## config.mk

```make
export PLATFORM = sky130hd
export DESIGN_NAME = ps2_scan_receiver_flat
export DESIGN_NICKNAME = d
export VERILOG_FILES = /design/src/rtl/ps2_scan_receiver_pkg.sv /design/src/rtl/ps2_scan_receiver_if.sv /design/src/rtl/ps2_scan_receiver_clk_filter.sv /design/src/rtl/ps2_scan_receiver.sv /design/src/flat_wrapper.sv
export SDC_FILE = /design/constraint.sdc
export NUM_CORES = 1
export LEC_CHECK = 0
export ABC_AREA = 0
export BUFFER_PORTS_ARGS = -buffer_cell sky130_fd_sc_hd__buf_2
export CAP_MARGIN = 5
export CORE_MARGIN = 2
export CORE_UTILIZATION = 55
export DETAILED_ROUTE_END_ITERATION = 6
export MAX_ROUTING_LAYER = met4
export PLACE_DENSITY = 0.83
export SLEW_MARGIN = 20
export SYNTH_ARGS = -nofsm -noshare
export SYNTH_HDL_FRONTEND = slang
export SYNTH_SLANG_ARGS = --single-unit
```

## constraint.sdc

```tcl
create_clock -name Clock -period 5.85 [get_ports Clock]
set_clock_uncertainty 0.1 [all_clocks]
set_input_delay 0.2925 -clock Clock [delete_from_list [all_inputs] [get_ports Clock]]
set_output_delay 0.2925 -clock Clock [all_outputs]
set_load 0.005 [all_outputs]
```

## src/rtl/ps2_scan_receiver_pkg.sv

```systemverilog
// Shared definitions for the PS/2 scan-code receiver and its consumers:
// FSM state encoding, common scan-set-2 byte constants and the frame parity check.
package ps2_scan_receiver_pkg;

  typedef enum logic [1:0] {
    ST_IDLE   = 2'd0,
    ST_DATA   = 2'd1,
    ST_PARITY = 2'd2,
    ST_STOP   = 2'd3
  } rx_state_t;

  localparam logic [7:0] KEY_0     = 8'h45;
  localparam logic [7:0] KEY_1     = 8'h16;
  localparam logic [7:0] KEY_2     = 8'h1E;
  localparam logic [7:0] KEY_3     = 8'h26;
  localparam logic [7:0] KEY_4     = 8'h25;
  localparam logic [7:0] KEY_5     = 8'h2E;
  localparam logic [7:0] KEY_6     = 8'h36;
  localparam logic [7:0] KEY_7     = 8'h3D;
  localparam logic [7:0] KEY_8     = 8'h3E;
  localparam logic [7:0] KEY_9     = 8'h46;
  localparam logic [7:0] ENTER     = 8'h5A;
  localparam logic [7:0] BACKSPACE = 8'h66;
  localparam logic [7:0] RELEASE   = 8'hF0;

  // PS/2 uses odd parity over the eight data bits plus the parity bit.
  function automatic logic parity_ok(input logic [7:0] byte_val, input logic par);
    return ^{byte_val, par};
  endfunction

endpackage

```

## src/rtl/ps2_scan_receiver_if.sv

```systemverilog
// Byte-stream interface between the PS/2 receiver (master) and the key consumers (slave).
interface ps2_scan_receiver_if;
  logic [7:0] data;
  logic       data_en;
  logic       parity_err;
  logic       frame_err;
  logic       busy;

  modport master (output data, output data_en, output parity_err, output frame_err, output busy);
  modport slave  (input  data, input  data_en, input  parity_err, input  frame_err, input  busy);
endinterface

```

## src/rtl/ps2_scan_receiver_clk_filter.sv

```systemverilog
// PS/2 line front end: synchronisers on clock and data, a glitch filter on the clock,
// and a one-cycle pulse on each filtered falling edge with the synced data bit alongside.
module ps2_scan_receiver_clk_filter #(
  parameter int SYNC_STAGES = 2,
  parameter int FILTER_LEN  = 4
) (
  input  logic Clock,
  input  logic nReset,
  input  logic ps2_clk,
  input  logic ps2_dat,
  output logic fall,
  output logic dat
);

  localparam int CW = $clog2(FILTER_LEN + 1);

  logic [SYNC_STAGES-1:0] clk_sync;
  logic [SYNC_STAGES-1:0] dat_sync;
  logic [CW-1:0]          flt_cnt;
  logic                   filt;
  logic                   clk_s;

  assign clk_s = clk_sync[SYNC_STAGES-1];
  assign dat   = dat_sync[SYNC_STAGES-1];

  // Preset high so that releasing reset on an idle bus never looks like an edge.
  always_ff @(posedge Clock or negedge nReset) begin
    if (!nReset) begin
      clk_sync <= '1;
      dat_sync <= '1;
    end else begin
      clk_sync <= {clk_sync[SYNC_STAGES-2:0], ps2_clk};
      dat_sync <= {dat_sync[SYNC_STAGES-2:0], ps2_dat};
    end
  end

  always_ff @(posedge Clock or negedge nReset) begin
    if (!nReset) begin
      flt_cnt <= '0;
      filt    <= 1'b1;
      fall    <= 1'b0;
    end else begin
      fall <= 1'b0;
      if (clk_s == filt) begin
        flt_cnt <= '0;
      end else if (flt_cnt == CW'(FILTER_LEN - 1)) begin
        filt    <= clk_s;
        flt_cnt <= '0;
        fall    <= filt;
      end else begin
        flt_cnt <= flt_cnt + 1'b1;
      end
    end
  end

endmodule

```

## src/rtl/ps2_scan_receiver.sv

```systemverilog
// PS/2 device-to-host frame receiver producing scan-code bytes with a one-cycle strobe.
// Optional inter-edge timeout enabled by defining PS2_RX_TIMEOUT_EN.
//
// state     | meaning
// ST_IDLE   | waiting for a start bit (0); a 1 is ignored
// ST_DATA   | shifting in 8 data bits, LSB first
// ST_PARITY | capturing the parity bit
// ST_STOP   | checking stop bit and parity, then back to idle
module ps2_scan_receiver
  import ps2_scan_receiver_pkg::*;
#(
  parameter int CLK_FREQ_HZ = 50_000_000,
  parameter int SYNC_STAGES = 2,
  parameter int FILTER_LEN  = 4,
  parameter int TIMEOUT_US  = 2000
) (
  input  logic                  Clock,
  input  logic                  nReset,
  input  logic                  PS2_CLK,
  input  logic                  PS2_DAT,
  ps2_scan_receiver_if.master   rx
);

  rx_state_t  state, state_nx;
  logic [7:0] shreg, shreg_nx;
  logic [2:0] bit_cnt, bit_cnt_nx;
  logic       par_q, par_nx;
  logic [7:0] data_q, data_nx;
  logic       en_q, en_nx;
  logic       perr_q, perr_nx;
  logic       ferr_q, ferr_nx;
  logic       edge_ev;
  logic       bit_in;
  logic       timeout;

  ps2_scan_receiver_clk_filter #(
    .SYNC_STAGES (SYNC_STAGES),
    .FILTER_LEN  (FILTER_LEN)
  ) u_filter (
    .Clock   (Clock),
    .nReset  (nReset),
    .ps2_clk (PS2_CLK),
    .ps2_dat (PS2_DAT),
    .fall    (edge_ev),
    .dat     (bit_in)
  );

`ifdef PS2_RX_TIMEOUT_EN
  localparam int TIMEOUT_CYCLES = (CLK_FREQ_HZ / 1_000_000) * TIMEOUT_US;
  localparam int TW = $clog2(TIMEOUT_CYCLES + 1);

  logic [TW-1:0] tmo_cnt;

  always_ff @(posedge Clock or negedge nReset) begin
    if (!nReset) begin
      tmo_cnt <= '0;
    end else if (edge_ev || state == ST_IDLE) begin
      tmo_cnt <= '0;
    end else if (tmo_cnt != TW'(TIMEOUT_CYCLES)) begin
      tmo_cnt <= tmo_cnt + 1'b1;
    end
  end

  // An edge arriving at terminal count keeps the frame alive.
  assign timeout = (state != ST_IDLE) && !edge_ev && (tmo_cnt == TW'(TIMEOUT_CYCLES));
`else
  assign timeout = 1'b0;
`endif

  always_ff @(posedge Clock or negedge nReset) begin
    if (!nReset) begin
      state   <= ST_IDLE;
      shreg   <= '0;
      bit_cnt <= '0;
      par_q   <= 1'b0;
      data_q  <= '0;
      en_q    <= 1'b0;
      perr_q  <= 1'b0;
      ferr_q  <= 1'b0;
    end else begin
      state   <= state_nx;
      shreg   <= shreg_nx;
      bit_cnt <= bit_cnt_nx;
      par_q   <= par_nx;
      data_q  <= data_nx;
      en_q    <= en_nx;
      perr_q  <= perr_nx;
      ferr_q  <= ferr_nx;
    end
  end

  always_comb begin
    state_nx   = state;
    shreg_nx   = shreg;
    bit_cnt_nx = bit_cnt;
    par_nx     = par_q;
    data_nx    = data_q;
    en_nx      = 1'b0;
    perr_nx    = 1'b0;
    ferr_nx    = 1'b0;
    if (timeout) begin
      state_nx = ST_IDLE;
      ferr_nx  = 1'b1;
    end else if (edge_ev) begin
      case (state)
        ST_IDLE: begin
          if (!bit_in) begin
            state_nx   = ST_DATA;
            bit_cnt_nx = '0;
          end
        end
        ST_DATA: begin
          shreg_nx   = {bit_in, shreg[7:1]};
          bit_cnt_nx = bit_cnt + 3'd1;
          if (bit_cnt == 3'd7) state_nx = ST_PARITY;
        end
        ST_PARITY: begin
          par_nx   = bit_in;
          state_nx = ST_STOP;
        end
        ST_STOP: begin
          state_nx = ST_IDLE;
          if (!bit_in) begin
            ferr_nx = 1'b1;
          end else if (parity_ok(shreg, par_q)) begin
            data_nx = shreg;
            en_nx   = 1'b1;
          end else begin
            perr_nx = 1'b1;
          end
        end
        default: state_nx = ST_IDLE;
      endcase
    end
  end

  assign rx.data       = data_q;
  assign rx.data_en    = en_q;
  assign rx.parity_err = perr_q;
  assign rx.frame_err  = ferr_q;
  assign rx.busy       = (state != ST_IDLE);

endmodule

```

## src/flat_wrapper.sv

```systemverilog
// flat-port wrapper written by rule: the top's interface ports become plain ports
module ps2_scan_receiver_flat import ps2_scan_receiver_pkg::*;
#(
  parameter int CLK_FREQ_HZ = 50_000_000,
  parameter int SYNC_STAGES = 2,
  parameter int FILTER_LEN  = 4,
  parameter int TIMEOUT_US  = 2000
)
  (Clock, nReset, PS2_CLK, PS2_DAT, rx_data, rx_data_en, rx_parity_err, rx_frame_err, rx_busy);
  ps2_scan_receiver_if rx_i ();
  input  logic Clock;
  input  logic nReset;
  input  logic PS2_CLK;
  input  logic PS2_DAT;
  output wire logic [$bits(rx_i.data)-1:0] rx_data;
  output wire logic [$bits(rx_i.data_en)-1:0] rx_data_en;
  output wire logic [$bits(rx_i.parity_err)-1:0] rx_parity_err;
  output wire logic [$bits(rx_i.frame_err)-1:0] rx_frame_err;
  output wire logic [$bits(rx_i.busy)-1:0] rx_busy;
  assign rx_data = rx_i.data;
  assign rx_data_en = rx_i.data_en;
  assign rx_parity_err = rx_i.parity_err;
  assign rx_frame_err = rx_i.frame_err;
  assign rx_busy = rx_i.busy;
  ps2_scan_receiver #(.CLK_FREQ_HZ(CLK_FREQ_HZ), .SYNC_STAGES(SYNC_STAGES), .FILTER_LEN(FILTER_LEN), .TIMEOUT_US(TIMEOUT_US)) u_core (.Clock(Clock), .nReset(nReset), .PS2_CLK(PS2_CLK), .PS2_DAT(PS2_DAT), .rx(rx_i));
endmodule
```

==> flow_summary.ini <==
[outcome]
status = finished, final reports clean

[pwr]
p_sw_frac = 0.271
clockPowerShare = 0.283
sequentialPowerShare = 0.567
total_power_mw = 0.471
p_sw_mw = 0.128
internal_power_mw = 0.343
combPwrFrac = 0.150
ir_drop_v = 0.000284
p_leak_nw = 0.839
power_density_nw_per_um2 = 279

[route]
met3WireLength_um = 109
dr.pass1.iters = 4
routed_wirelength_um = 2320
wl_met2_um = 1130
highest_layer = met4
via_count = 910
routedLengthMet1_um = 1070
drt_iter0_drc = 19
antenna_left = 0
vias_per_cell = 5.48
wl_per_cell_um = 14.0
drc_errors = 0

[clocking]
numCtsBuffers = 5
cts_setup_buffers = 0
cts_tree = done
cts_max_level = 2
clkLatencyLatePin_ps = 330
cts_buffer_depth = 2
clockRootBuffer = clkbuf_4
clkTransAtPathRegs_ps = 100
cts.repair.resized = 0
cts_sinks = 34
ctsHoldBuffers = 3

[setup_path]
cp_max_fo = 8
cp_slowest_cell = mux2i_4
critPathKind = reg -> reg
worstPathRequired_ps = 5960
cp_common_cell = xnor2_1
end_kind = flip-flop
worstPathCellList = xnor2_1, xnor2_1, xnor2_2, mux2i_4, mux2_2
worst_setup_path_start_kind = flip-flop
slowest_delay_ps = 430
worstPathArrival_ps = 2230

[logic_synthesis]
ys_ff_latch = 34
avgSynthCellArea_um2 = 13.3
synth_area_leaders = dfrtp_1, mux2_2, dfstp_2, ha_1, xnor2_1
synth_top_cell_area_share = 0.485
synth-xor-area-share = 0.0577
ys_seq_area_frac = 0.573
yosysUniqueCellTypes = 26
syn-num-nets = 124
syn-instance-count = 112
synth_compound_area_frac = 0.0452
synthMuxAreaShare = 0.150
synth_top_family_by_area = multiplexers
synthSimpleGateAreaFrac = 0.0921
yosysWarnings = 0
synthAdderAreaFrac = 0.0669
syn_area_um2 = 1500
synth_top_area_cell = dfrtp_1

[sta]
rsz0062_at_grt = no
setup_viol_count_final = 0
hold_viol = 0
drv_slew = 0
tightest_slew_ps = 722
setup-tns-final_ps = 0
period_share = 0.363
fmaxAchievable_ghz = 0.472
slew_headroom = 0.519
finalCriticalPeriod_ps = 2120

[die]
coreArea_um2 = 2520
io_pins = 16
dieArea_um2 = 3150
die_w_um = 56.1
start_util = 0.593
rows = 18
die_y_um = 56.1

[grt]
grt_max_degree = 35
grt_antenna_before_repair = 0
grt_overflow = 0
grt_pass1_vias = 909
groute.usage.overall = 0.170
grt_pass1_wl_um = 3940

[job]
drv_cap = 0

[final_layout]
finalNonFillerCells = 166
fin_nets = 147
final_area_um2 = 1690
n_antenna_cell = 0
fillers = 188
drive_above_1_share = 0.338
final_cell_mix = dfrtp_1, mux2_2, buf_2
final_common_cell = dfrtp_1
syn_to_final_growth_pct = 13.1

[placement]
gp_congestion = 0.741
place_area_um2 = 1600
port_buffers = 15
dp.cells = 155
hpwlAfterDp_um = 1630

[worst_hold_path]
hold_class = reg -> reg
[state kept, by name (all words and copies together), names as in the netlist, 2 cells and up]
register and count:
u_core.rx.data 8, u_core.bit_cnt 3, u_core.state 2, u_core.shreg 8, u_core.u_filter.dat_sync 2, u_core.u_filter.flt_cnt 3, u_core.u_filter.clk_sync 2
[stage by stage]
step / setup slack, ps / hold slack (ps) / util
6_report: 3730 / 261 / 0.670
5_1_grt: 3560 / 266 / 0.670
4_1_cts: 3720 / 263 / 0.670
3_5_place_dp: 3750 / 250 / 0.634
3_3_place_gp: 3780 / 248 / 0.634
2_1_floorplan: 3900 / -103 / -
[Yosys cell counts]
cell and count:
mux2i_4 1, nand3_1 3, a31oi_1 1, and2_1 1, mux2i_1 1, nor3_1 3
a41oi_1 1, ha_1 8, and3b_1 1, nand2_1 5, nand2b_1 3, xnor2_2 1
xnor2_1 8, mux2_2 17, a32oi_1 1, clkbuf_1 2, a21oi_1 2, nor3b_1 3
nor2_1 2, nand4_1 1, a22o_1 1, dfrtp_1 29, o21ai_0 5, inv_1 4
dfstp_2 5, nor2b_1 3
[cell families (layout without fill, tap and decap cells)]
| family | after synthesis | count (layout) |
|---|---|---|
| AOI/OAI and AO/OA | 11 | 11 |
| xor gates and xnor gates | 9 | 9 |
| adders and majority gates | 8 | 8 |
| buffers and inverters | 6 | 30 |
| DFF | 34 | 34 |
| muxes | 19 | 19 |
| and+or+nand+nor | 25 | 25 |
[worst max-delay path: cells and delay by family (launching register included)]
family	cells	cell delay (ps)
xor+xnor	3	670
flops	1	420
mux	2	810
[layer usage]
layer / up-vias / global-route usage
li1: 433 / -
met1: 451 / 0.187
met2: 22 / 0.279
met3: 4 / 0.0628
met4: 0 / 0.0714
met5: - / -
[power groups by stage]
stage	sequential (mW)	combinational, mW	clock, mW
3_3_place_gp	0.270	0.0643	0
3_5_place_dp	0.271	0.0701	0
5_1_grt	0.270	0.0798	0.149
6_report	0.267	0.0706	0.133
2_1_floorplan	0.268	0.0505	0
4_1_cts	0.267	0.0715	0.138
[layout make-up]
class	count	area [um2]	area share
Clock buffer	7	55.1	0.0326
Clock inverter	1	5.00	0.00296
Inverter	4	15.0	0.00888
Multi-Input combinational cell	72	616	0.364
Sequential cell	34	857	0.507
Tap cell	30	37.5	0.0222
Timing Repair Buffer	18	105	0.0622
[worst paths after layout]
kind / cells past startpoint / end / from / slack, ps
setup reg to reg: 5 / u_core.rx.data[0] / u_core.shreg[2] / 3730
hold reg to reg: 0 / u_core.u_filter.clk_sync[1] / u_core.u_filter.clk_sync[0] / 260
setup / recovery: 5 / u_core.rx.data[0] / u_core.shreg[2] / 3730
min in group asynchronous: 2 / u_core.rx.frame_err / nReset / 440
max in group asynchronous: 2 / u_core.rx.data[1] / nReset / 4740
hold / removal: 0 / u_core.u_filter.clk_sync[1] / u_core.u_filter.clk_sync[0] / 260
No activity file was read; power rests on OpenSTA's default activity.
